--- src/rtl/adc_pkg.sv ---
// Shared definitions for the ADC readout controller: default geometry,
// FSM state encoding and the cycle-counter width helper.
package adc_pkg;

  localparam int ADC_NBITS_DEFAULT       = 10;
  localparam int ADC_CONV_CYCLES_DEFAULT = 4;

  // Binary-encoded FSM state; constants kept as plain localparams so the
  // encoding stays visible in waveforms and legacy tooling.
  typedef logic [1:0] adc_state_t;

  localparam adc_state_t ST_IDLE  = 2'd0;
  localparam adc_state_t ST_CONV  = 2'd1;
  localparam adc_state_t ST_SHIFT = 2'd2;
  localparam adc_state_t ST_DONE  = 2'd3;

  // Width of the single counter shared by the CONV and SHIFT phases:
  // wide enough to hold the larger of the two phase lengths.
  function automatic int cnt_width(input int conv_cycles, input int nbits);
    int longest;
    longest = (conv_cycles > nbits) ? conv_cycles : nbits;
    return $clog2(longest + 1);
  endfunction

endpackage

--- src/rtl/adc_capture_sr.sv ---
// Serial-to-parallel capture register. Shifts left while shift_en is high,
// so the first bit received ends up in the MSB after NBITS shifts.
module adc_capture_sr
  import adc_pkg::*;
#(
  parameter int NBITS = ADC_NBITS_DEFAULT
) (
  input  logic             clk,
  input  logic             reset,
  input  logic             shift_en,
  input  logic             adc_sdata,
  output logic [NBITS-1:0] pdata
);

  generate
    if (NBITS > 1) begin : g_multi
      // Shift the new serial bit into the LSB while capture is enabled.
      always_ff @(posedge clk or posedge reset) begin
        if (reset) begin
          pdata <= {NBITS{1'b0}};
        end else if (shift_en) begin
          pdata <= {pdata[NBITS-2:0], adc_sdata};
        end else begin
          pdata <= pdata;
        end
      end
    end else begin : g_single
      // Single-bit result: capture straight into the only bit.
      always_ff @(posedge clk or posedge reset) begin
        if (reset) begin
          pdata <= {NBITS{1'b0}};
        end else if (shift_en) begin
          pdata <= adc_sdata;
        end else begin
          pdata <= pdata;
        end
      end
    end
  endgenerate

endmodule

--- src/rtl/adc_readout_ctrl.sv ---
// ADC readout controller: sequences convst strobe, serial bit capture and
// result hand-off with valid/ready and a sticky overrun flag.
module adc_readout_ctrl
  import adc_pkg::*;
#(
  parameter int NBITS       = ADC_NBITS_DEFAULT,
  parameter int CONV_CYCLES = ADC_CONV_CYCLES_DEFAULT
) (
  input  logic             clk,
  input  logic             reset,
  input  logic             start,
  input  logic             continuous,
  output logic             adc_convst,
  input  logic             adc_sdata,
  output logic             shift_en,
  output logic [NBITS-1:0] data_out,
  output logic             data_valid,
  input  logic             data_ready,
  output logic             overrun,
  input  logic             clr_overrun,
  output logic             busy
);

  localparam int CW = cnt_width(CONV_CYCLES, NBITS);

  localparam logic [CW-1:0] CNT_ZERO     = {CW{1'b0}};
  localparam logic [CW-1:0] CNT_ONE      = CW'(1);
  localparam logic [CW-1:0] CNT_CONV_END = CW'(CONV_CYCLES - 1);
  localparam logic [CW-1:0] CNT_BITS_END = CW'(NBITS - 1);

  adc_state_t      state;
  adc_state_t      state_next;
  logic [CW-1:0]   cnt;
  logic [CW-1:0]   cnt_next;
  logic [NBITS-1:0] capture;
  logic            load;

  // Next-state and shared phase-counter logic.
  always_comb begin
    state_next = state;
    cnt_next   = cnt;
    case (state)
      ST_IDLE: begin
        cnt_next = CNT_ZERO;
        if (start || continuous) begin
          state_next = ST_CONV;
        end else begin
          state_next = ST_IDLE;
        end
      end
      ST_CONV: begin
        if (cnt == CNT_CONV_END) begin
          state_next = ST_SHIFT;
          cnt_next   = CNT_ZERO;
        end else begin
          cnt_next   = cnt + CNT_ONE;
        end
      end
      ST_SHIFT: begin
        if (cnt == CNT_BITS_END) begin
          state_next = ST_DONE;
          cnt_next   = CNT_ZERO;
        end else begin
          cnt_next   = cnt + CNT_ONE;
        end
      end
      ST_DONE: begin
        cnt_next = CNT_ZERO;
        if (continuous) begin
          state_next = ST_CONV;
        end else begin
          state_next = ST_IDLE;
        end
      end
      default: begin
        state_next = ST_IDLE;
        cnt_next   = CNT_ZERO;
      end
    endcase
  end

  // State, counter and state-decoded strobes; strobes are registered from
  // the next state so they line up exactly with the state they describe.
  always_ff @(posedge clk or posedge reset) begin
    if (reset) begin
      state      <= ST_IDLE;
      cnt        <= CNT_ZERO;
      adc_convst <= 1'b0;
      shift_en   <= 1'b0;
      busy       <= 1'b0;
    end else begin
      state      <= state_next;
      cnt        <= cnt_next;
      adc_convst <= (state_next == ST_CONV);
      shift_en   <= (state_next == ST_SHIFT);
      busy       <= (state_next != ST_IDLE);
    end
  end

  // shift_en is high for exactly the SHIFT cycles, so it gates capture.
  adc_capture_sr #(
    .NBITS (NBITS)
  ) u_capture (
    .clk       (clk),
    .reset     (reset),
    .shift_en  (shift_en),
    .adc_sdata (adc_sdata),
    .pdata     (capture)
  );

  // The result is transferred on the edge that ends the DONE cycle.
  assign load = (state == ST_DONE);

  // Result register and valid/ready handshake; a load takes priority over
  // an accept on the same edge, and only counts as overrun if not accepted.
  always_ff @(posedge clk or posedge reset) begin
    if (reset) begin
      data_out   <= {NBITS{1'b0}};
      data_valid <= 1'b0;
    end else if (load) begin
      data_out   <= capture;
      data_valid <= 1'b1;
    end else if (data_valid && data_ready) begin
      data_out   <= data_out;
      data_valid <= 1'b0;
    end else begin
      data_out   <= data_out;
      data_valid <= data_valid;
    end
  end

  // Sticky overrun: set on an unaccepted overwrite, set beats clear.
  always_ff @(posedge clk or posedge reset) begin
    if (reset) begin
      overrun <= 1'b0;
    end else if (load && data_valid && !data_ready) begin
      overrun <= 1'b1;
    end else if (clr_overrun) begin
      overrun <= 1'b0;
    end else begin
      overrun <= overrun;
    end
  end

endmodule

--- config.mk ---
export PLATFORM = sky130hd
export DESIGN_NAME = adc_readout_ctrl
export DESIGN_NICKNAME = d
export VERILOG_FILES = /design/src/rtl/adc_pkg.sv /design/src/rtl/adc_capture_sr.sv /design/src/rtl/adc_readout_ctrl.sv
export SDC_FILE = /design/constraint.sdc
export NUM_CORES = 1
export LEC_CHECK = 0
export CAP_MARGIN = 20
export CORE_MARGIN = 8
export CORE_UTILIZATION = 35
export CTS_BUF_LIST = sky130_fd_sc_hd__clkbuf_8
export DETAILED_ROUTE_END_ITERATION = 8
export PLACE_DENSITY = 0.69
export SLEW_MARGIN = 10
export SYNTH_ARGS = -nofsm -noshare
export SYNTH_HDL_FRONTEND = slang
export SYNTH_SLANG_ARGS = --single-unit
export TNS_END_PERCENT = 30
--- constraint.sdc ---
create_clock -name clk -period 3.9 [get_ports clk]
set_clock_uncertainty 0.05 [all_clocks]
set_input_delay 0.975 -clock clk [delete_from_list [all_inputs] [get_ports clk]]
set_output_delay 0.975 -clock clk [all_outputs]
set_load 0.1 [all_outputs]
==> results.md, run 1 <==
* Growth of design area from synthesis to finish at 26.4%
* Cell area after synthesis at 1280 sq um
* Maximum count of clock buffers along a single path at 2
* Cell Chain, Critical Path: clkdlybuf4s50_1
* Latest clock arrival within the worst-skew pair at 0.28 ns
* Number of cells on the worst reg-to-reg path at 4
* Area fraction in and, or, nand and nor cells after synthesis at 9.88%
* Switching power of the nets at 655 uW
* DR DRC count at 0
* Most frequent standard cell in the layout excluding fill and tap cells: sky130_fd_sc_hd__dfrtp_1
* Clock H-tree levels at 2
* Required time of the critical path at 2.87 ns
* Average cell area after synthesis at 14.2 sq um
* Clock sink count at 31
* Top post-synthesis cells by area: sky130_fd_sc_hd__dfrtp_1 (61%), sky130_fd_sc_hd__mux2_2 (11%), sky130_fd_sc_hd__mux2_4 (8.2%), sky130_fd_sc_hd__ha_1 (2.0%), sky130_fd_sc_hd__nor2_1 (1.8%)
* Element type at the critical path end: output pin
* Yosys reg bits at 31
* Hold WC Path Type: reg -> reg
* Total of hold buffers inserted after clock tree synthesis at 0
* Number of buffers created by CTS at 5
* Leakage dissipation at 0.770 nW
* Data arrival, critical path at 1.77 ns
* Count of synthesis-stage warnings from yosys at 0
* Layout cells sized above 1 at 28.2%
* Final wirelength at 2.28 mm
* Buffers inserted by post-CTS timing repair at 0
* Overall power consumption at 1.43 mW
* Post-Synthesis Net Count at 99
* Clock-pin slew reported for the worst setup and hold paths after clock tree synthesis at 0.06 ns
* Most common flop cell mapped by yosys: sky130_fd_sc_hd__dfrtp_1
* Gate count after technology mapping at 90
* DRC marker count from the first detailed-route iteration at 22
* Switching part of the total power at 45.7%
* Root Buffer Master: sky130_fd_sc_hd__clkbuf_8
* PostCTS Resize Cnt at 0
* Number of enable flip-flop cells after synthesis at 0
* Full die area at 5840 sq um
* Slowest cell on crit path: sky130_fd_sc_hd__clkdlybuf4s50_1
* Highest-count cells in the layout ignoring fill and taps: sky130_fd_sc_hd__dfrtp_1 (31), sky130_fd_sc_hd__clkdlybuf4s50_1 (20), sky130_fd_sc_hd__mux2_2 (13)
* Worst supply voltage drop on vdd at 0.364 mV
* Rel. slew slack at 34.0%
* Crit path time final at 2.80 ns
* Cell Rows at 22
* Total power divided by cell area at 887 nW/um^2
* Routability congestion estimate from global placement at 0.710
* Average wire length per cell after detail routing at 13.8 um
* Cell taking the most area after synthesis: sky130_fd_sc_hd__dfrtp_1
* Number of slew-limit violations in the final report at 0
* Transition time at the pin with the least slew margin at 0.987 ns
* Layout Utilization at 45.2%
* Number of antenna repair diodes at 0
* Final-layout setup total negative slack at 0 ns
* Number of cells on the critical path at 1
* Chip Width at 76.4 um
* Core area at 3580 sq um
* Port Buffers at 21
* Number of global-route vias before repair at 810
* Sequential element share of the synthesized area at 60.7%
* Fraction of post-synthesis cell area in the top cell type by area at 60.7%
* Vias at 754
* Outcome: finished clean
* Post-layout net count at 125
* Internal portion of total power at 779 uW
* Number of failing setup endpoints in the final timing report at 0
* Top delay family on crit path: buffers and inverters
* Via count normalized by instance count at 4.57
* Dpl hpwl at 1.58 mm
* Sequential Power Share at 36.8%
* Critical path's largest stage delay at 1.15 ns
* Synth async-reset ratio at 100%
* Drt pass-1 iters at 4
* TritonCTS clock tree: built
* Crit path kind: reg -> out
* Combinational fraction of design power at 46.8%
* Post-synthesis cell type count at 26
* Area fraction in compound gates after synthesis at 3.91%
* Kind of start point of the critical path: flop
* Leftover overflow at the end of global routing at 0
* Unrepaired setup endpoints after global routing: no
* Total I/O pin count at 22
* Multiplexer share of the synthesized area at 19.7%
* Portion of the clock cycle consumed by the worst path in the final layout at 71.7%
* Hold Violations, Final at 0
* Starting utilization of the core area at 35.7%
* Maximum number of pins on one net before global-route repair at 32
* Clock power frac at 16.4%
* Arithmetic-cell share of the synthesized area counting full adders, half adders and majority gates at 1.96%
* Peak Freq at 0.358 GHz
* Area share of xor/xnor cells in the synthesized design at 1.37%
* Total Routing Usage GR at 8.49%
* Global-route wire length before repair at 3.98 mm
* Sum of buffers and inverters on the critical path at 1
* Reported max-cap violation count at 0
* Dominant combinational cell family by area after synthesis: multiplexers
* Die H at 76.4 um
* Number of antenna violations at the first check in global routing at 0
* Detail Route Antenna Nets at 0
* Number of cells on the worst hold path at 1
* Maximum net fanout on the critical path at 2
==> metal layers <==
metal	global-route usage, %	vias up	share of wire [%]
li1	-	361	-
met2	12.4	21	48
met4	3.46	0	1.3
met5	0	-	0
met1	9.58	369	42
met3	5.42	3	9.1
==> layout make-up <==
type / count / area [sq um]
multi-input combinational: 53 / 470
sequential: 31 / 776
timing repair buffer: 22 / 215
clock buffer: 5 / 68.8
clock inverter: 3 / 15.0
fill: 341 / 1960
inverter: 3 / 11.3
tap: 48 / 60.1
==> stage by stage <==
step	setup slack (ns)	std cells	hold WS [ns]	instance area (sq um)
after floorplan	1.98	90	0.411	1280
after global placement	1.39	157	0.424	1530
after detailed placement	1.39	157	0.437	1530
after CTS	1.07	165	0.446	1620
after global routing	1.03	165	0.465	1620
final	1.10	165	0.442	1620
==> cell families (layout without fill, tap and decap cells) <==
kind of cell,after synthesis,after routing
and+or+nand+nor,23,23
muxes,20,20
AOI/OAI and AO/OA,6,6
buffers and inverters,6,33
adders and majority gates,2,2
xor gates and xnor gates,2,2
DFF,31,31
==> worst register-to-register path: stages (launching register included) <==
cell	delay, ns
sky130_fd_sc_hd__dfrtp_1	0.39
sky130_fd_sc_hd__ha_1	0.23
sky130_fd_sc_hd__or3b_1	0.37
sky130_fd_sc_hd__a22oi_2	0.21
sky130_fd_sc_hd__nor2_1	0.09
==> power by group through the flow <==
stage / clock network [mW] / registers (mW) / logic, mW
after floorplan: 0 / 0.821 / 0.246
after global placement: 0 / 0.524 / 0.667
after detailed placement: 0 / 0.535 / 0.676
after CTS: 0.248 / 0.529 / 0.679
after global routing: 0.260 / 0.547 / 0.709
final: 0.236 / 0.527 / 0.671
==> synth_stat cells (all sizes together), types with 2 or more instances <==
cell    instances
buf             3
dfrtp          31
ha              2
inv             3
mux2           20
nand2           6
nand2b          3
nor2            6
nor2b           2
==> registers in the layout, summed over array words and instances (netlist names) <==
name / cells
adc_convst: 1
cnt: 4
busy: 1
data_out: 10
shift_en: 1
data_valid: 1
overrun: 1
state: 2
u_capture.pdata: 10
==> path summary, 6_finish.rpt <==
kind,endpoint,from,slack (ns)
max in group asynchronous,adc_convst,reset,2.49
max reg2reg,cnt[3],cnt[0],2.44
max,data_out[6],data_out[6],1.10
min in group asynchronous,data_out[2],reset,1.03
min,cnt[0],cnt[0],0.44
min reg2reg,cnt[0],cnt[0],0.44
No activity file was read; power rests on OpenSTA's default activity.
==> inputs of run 2 (changes only) <==
--- a/config.mk
+++ b/config.mk
@@ -10,7 +10,7 @@
 export CORE_UTILIZATION = 35
 export CTS_BUF_LIST = sky130_fd_sc_hd__clkbuf_8
 export DETAILED_ROUTE_END_ITERATION = 8
-export PLACE_DENSITY = 0.69
+export PLACE_DENSITY = 0.71
 export SLEW_MARGIN = 10
 export SYNTH_ARGS = -nofsm -noshare
 export SYNTH_HDL_FRONTEND = slang
==> constraint.sdc (replaced) <==
create_clock -name clk -period 2.2 [get_ports clk]
set_clock_uncertainty 0.05 [all_clocks]
set_input_delay 0.55 -clock clk [delete_from_list [all_inputs] [get_ports clk]]
set_output_delay 0.55 -clock clk [all_outputs]
set_load 0.1 [all_outputs]
==> run 2 against run 1 <==
Sequential cell count unchanged. Cell area down 1.1%. First-iteration DRC count rose to 2.7 times the previous value. Setup slack worse by 0.51 ns. Register-to-register slack worse by 1.7 ns. Global-route usage down 0.18 points. Cell count up 0.61%. Non-clock buffer count up 1. Worst hold slack better by 0.012 ns. Sequential share of layout area up 0.53 points. Routed wire length down 4.3%. Critical path type unchanged. Largest cell class unchanged. Highest routed layer unchanged.
==> results.md, run 2 (synthesis results as in run 1) <==
* Outcome: finished clean
* Final wirelength at 2.18 mm
* Global-route wire length before repair at 3.83 mm
* PostCTS Resize Cnt at 0
* Clock-pin slew reported for the worst setup and hold paths after clock tree synthesis at 0.06 ns
* Registers with the highest flip-flop counts: data_out (10), u_capture.pdata (10), cnt (4)
* Drt pass-1 iters at 4
* Most Crowded Layer GR: met2
* Cell Rows at 22
* Number of slew-limit violations in the final report at 0
* Core area at 3580 sq um
* TritonCTS clock tree: built
* Kind of start point of the critical path: flop
* Required time of the critical path at 1.60 ns
* Latest clock arrival within the worst-skew pair at 0.28 ns
* Met1 layer usage reported by global route at 8.28%
* Met2 Usage GRT at 13.3%
* Root Buffer Master: sky130_fd_sc_hd__clkbuf_8
* Routability congestion estimate from global placement at 0.791
* Reported max-cap violation count at 0
* Number of fill cells at 344
* Clock sink count at 31
* Number of cells on the worst hold path at 1
* Most frequent standard cell in the layout excluding fill and tap cells: sky130_fd_sc_hd__dfrtp_1
* Maximum count of clock buffers along a single path at 2
* Rel. slew slack at 74.4%
* Growth of design area from synthesis to finish at 25.0%
* Final-layout setup total negative slack at 0 ns
* Layout cells sized above 1 at 39.0%
* Buffers inserted by post-CTS timing repair at 0
* Crit path kind: reg -> out
* Average wire length per cell after detail routing at 13.1 um
* Total of hold buffers inserted after clock tree synthesis at 0
* Maximum net fanout on the critical path at 11
* Terminating pin of the worst hold path: cnt[0]
* DRC marker count from the first detailed-route iteration at 59
* Peak Freq at 0.623 GHz
* Total I/O pin count at 22
* Number of cells on the worst reg-to-reg path at 4
* Detail Route Antenna Nets at 0
* Via count normalized by instance count at 4.64
* Leftover overflow at the end of global routing at 0
* DR DRC count at 0
* Element type at the critical path end: output pin
* Hold WC Path Type: reg -> reg
* Unrepaired setup endpoints after global routing: no
* Port Buffers at 21
* Number of antenna violations at the first check in global routing at 0
* Hold Path Origin: cnt[0]
* Post-layout net count at 126
* Total Routing Usage GR at 8.30%
* Number of antenna repair diodes at 0
* Maximum number of pins on one net before global-route repair at 32
* Launching point of the worst reg2reg path: cnt[0]
* Number of global-route vias before repair at 842
* Highest-count cells in the layout ignoring fill and taps: sky130_fd_sc_hd__dfrtp_1 (31), sky130_fd_sc_hd__buf_4 (16), sky130_fd_sc_hd__mux2_2 (13)
* Number of failing setup endpoints in the final timing report at 0
* Crit path time final at 1.60 ns
* Vias at 770
* Transition time at the pin with the least slew margin at 0.384 ns
* Clock H-tree levels at 2
* Multi-input gate area in the final layout at 470 sq um
* Hold Violations, Final at 0
* Die H at 76.4 um
* Portion of the clock cycle consumed by the worst path in the final layout at 72.9%
* Data arrival, critical path at 1.00 ns
* Storage element area at 776 sq um
* Full die area at 5840 sq um
* Capture point of the worst reg-to-reg path: cnt[3]
* Number of buffers created by CTS at 5
* Met3 global-route usage at 4.83%
* Chip Width at 76.4 um
* Starting utilization of the core area at 35.7%
* Register-to-register setup slack at 0.75 ns
-- run 2: critical path, stage by stage (launching register included) --
cell,delay [ns]
sky130_fd_sc_hd__dfrtp_1,0.36
sky130_fd_sc_hd__buf_4,0.19
sky130_fd_sc_hd__buf_12,0.18
-- run 2: area by class of cell --
type | count | share of cell area (%)
Sequential cell | 31 | 48.5
Tap cell | 48 | 3.76
Timing Repair Buffer | 23 | 12.5
Clock inverter | 3 | 0.782
Multi-Input combinational cell | 53 | 29.4
Inverter | 3 | 0.704
Clock buffer | 5 | 4.30
-- run 2: worst max path at each step --
stage	cells past startpoint	slack [ns]	startpoint	to
final	2	0.60	shift_en	shift_en
after global routing	2	0.53	shift_en	shift_en
after CTS	2	0.58	shift_en	shift_en
after detailed placement	3	0.56	start	busy
after global placement	3	0.58	start	busy
after floorplan	2	0.44	shift_en	u_capture.pdata[0]
-- run 2: metrics by stage --
| stage | util [%] | instances | setup WS (ns) | cell area [sq um] | hold slack, ns |
|---|---|---|---|---|---|
| after floorplan | - | 90 | 0.441 | 1280 | 0.411 |
| after global placement | 42.4 | 158 | 0.579 | 1520 | 0.425 |
| after detailed placement | 42.4 | 158 | 0.564 | 1520 | 0.444 |
| after CTS | 44.7 | 166 | 0.583 | 1600 | 0.459 |
| after global routing | 44.7 | 166 | 0.534 | 1600 | 0.482 |
| final | 44.7 | 166 | 0.596 | 1600 | 0.454 |
-- run 2: layer usage --
layer  share of wire [%]  routed length (um)  vias to the layer above
li1                    -                   -                      361
met1                  43                 928                      383
met2                  47                1010                       22
met3                 9.0                 196                        4
met4                 1.7                  38                        0
met5                   0                   0                        -
Power of run 2 is left out: the tool's default activity adds up to more than one toggle a clock period on the data nets, which glitch-free logic cannot reach.
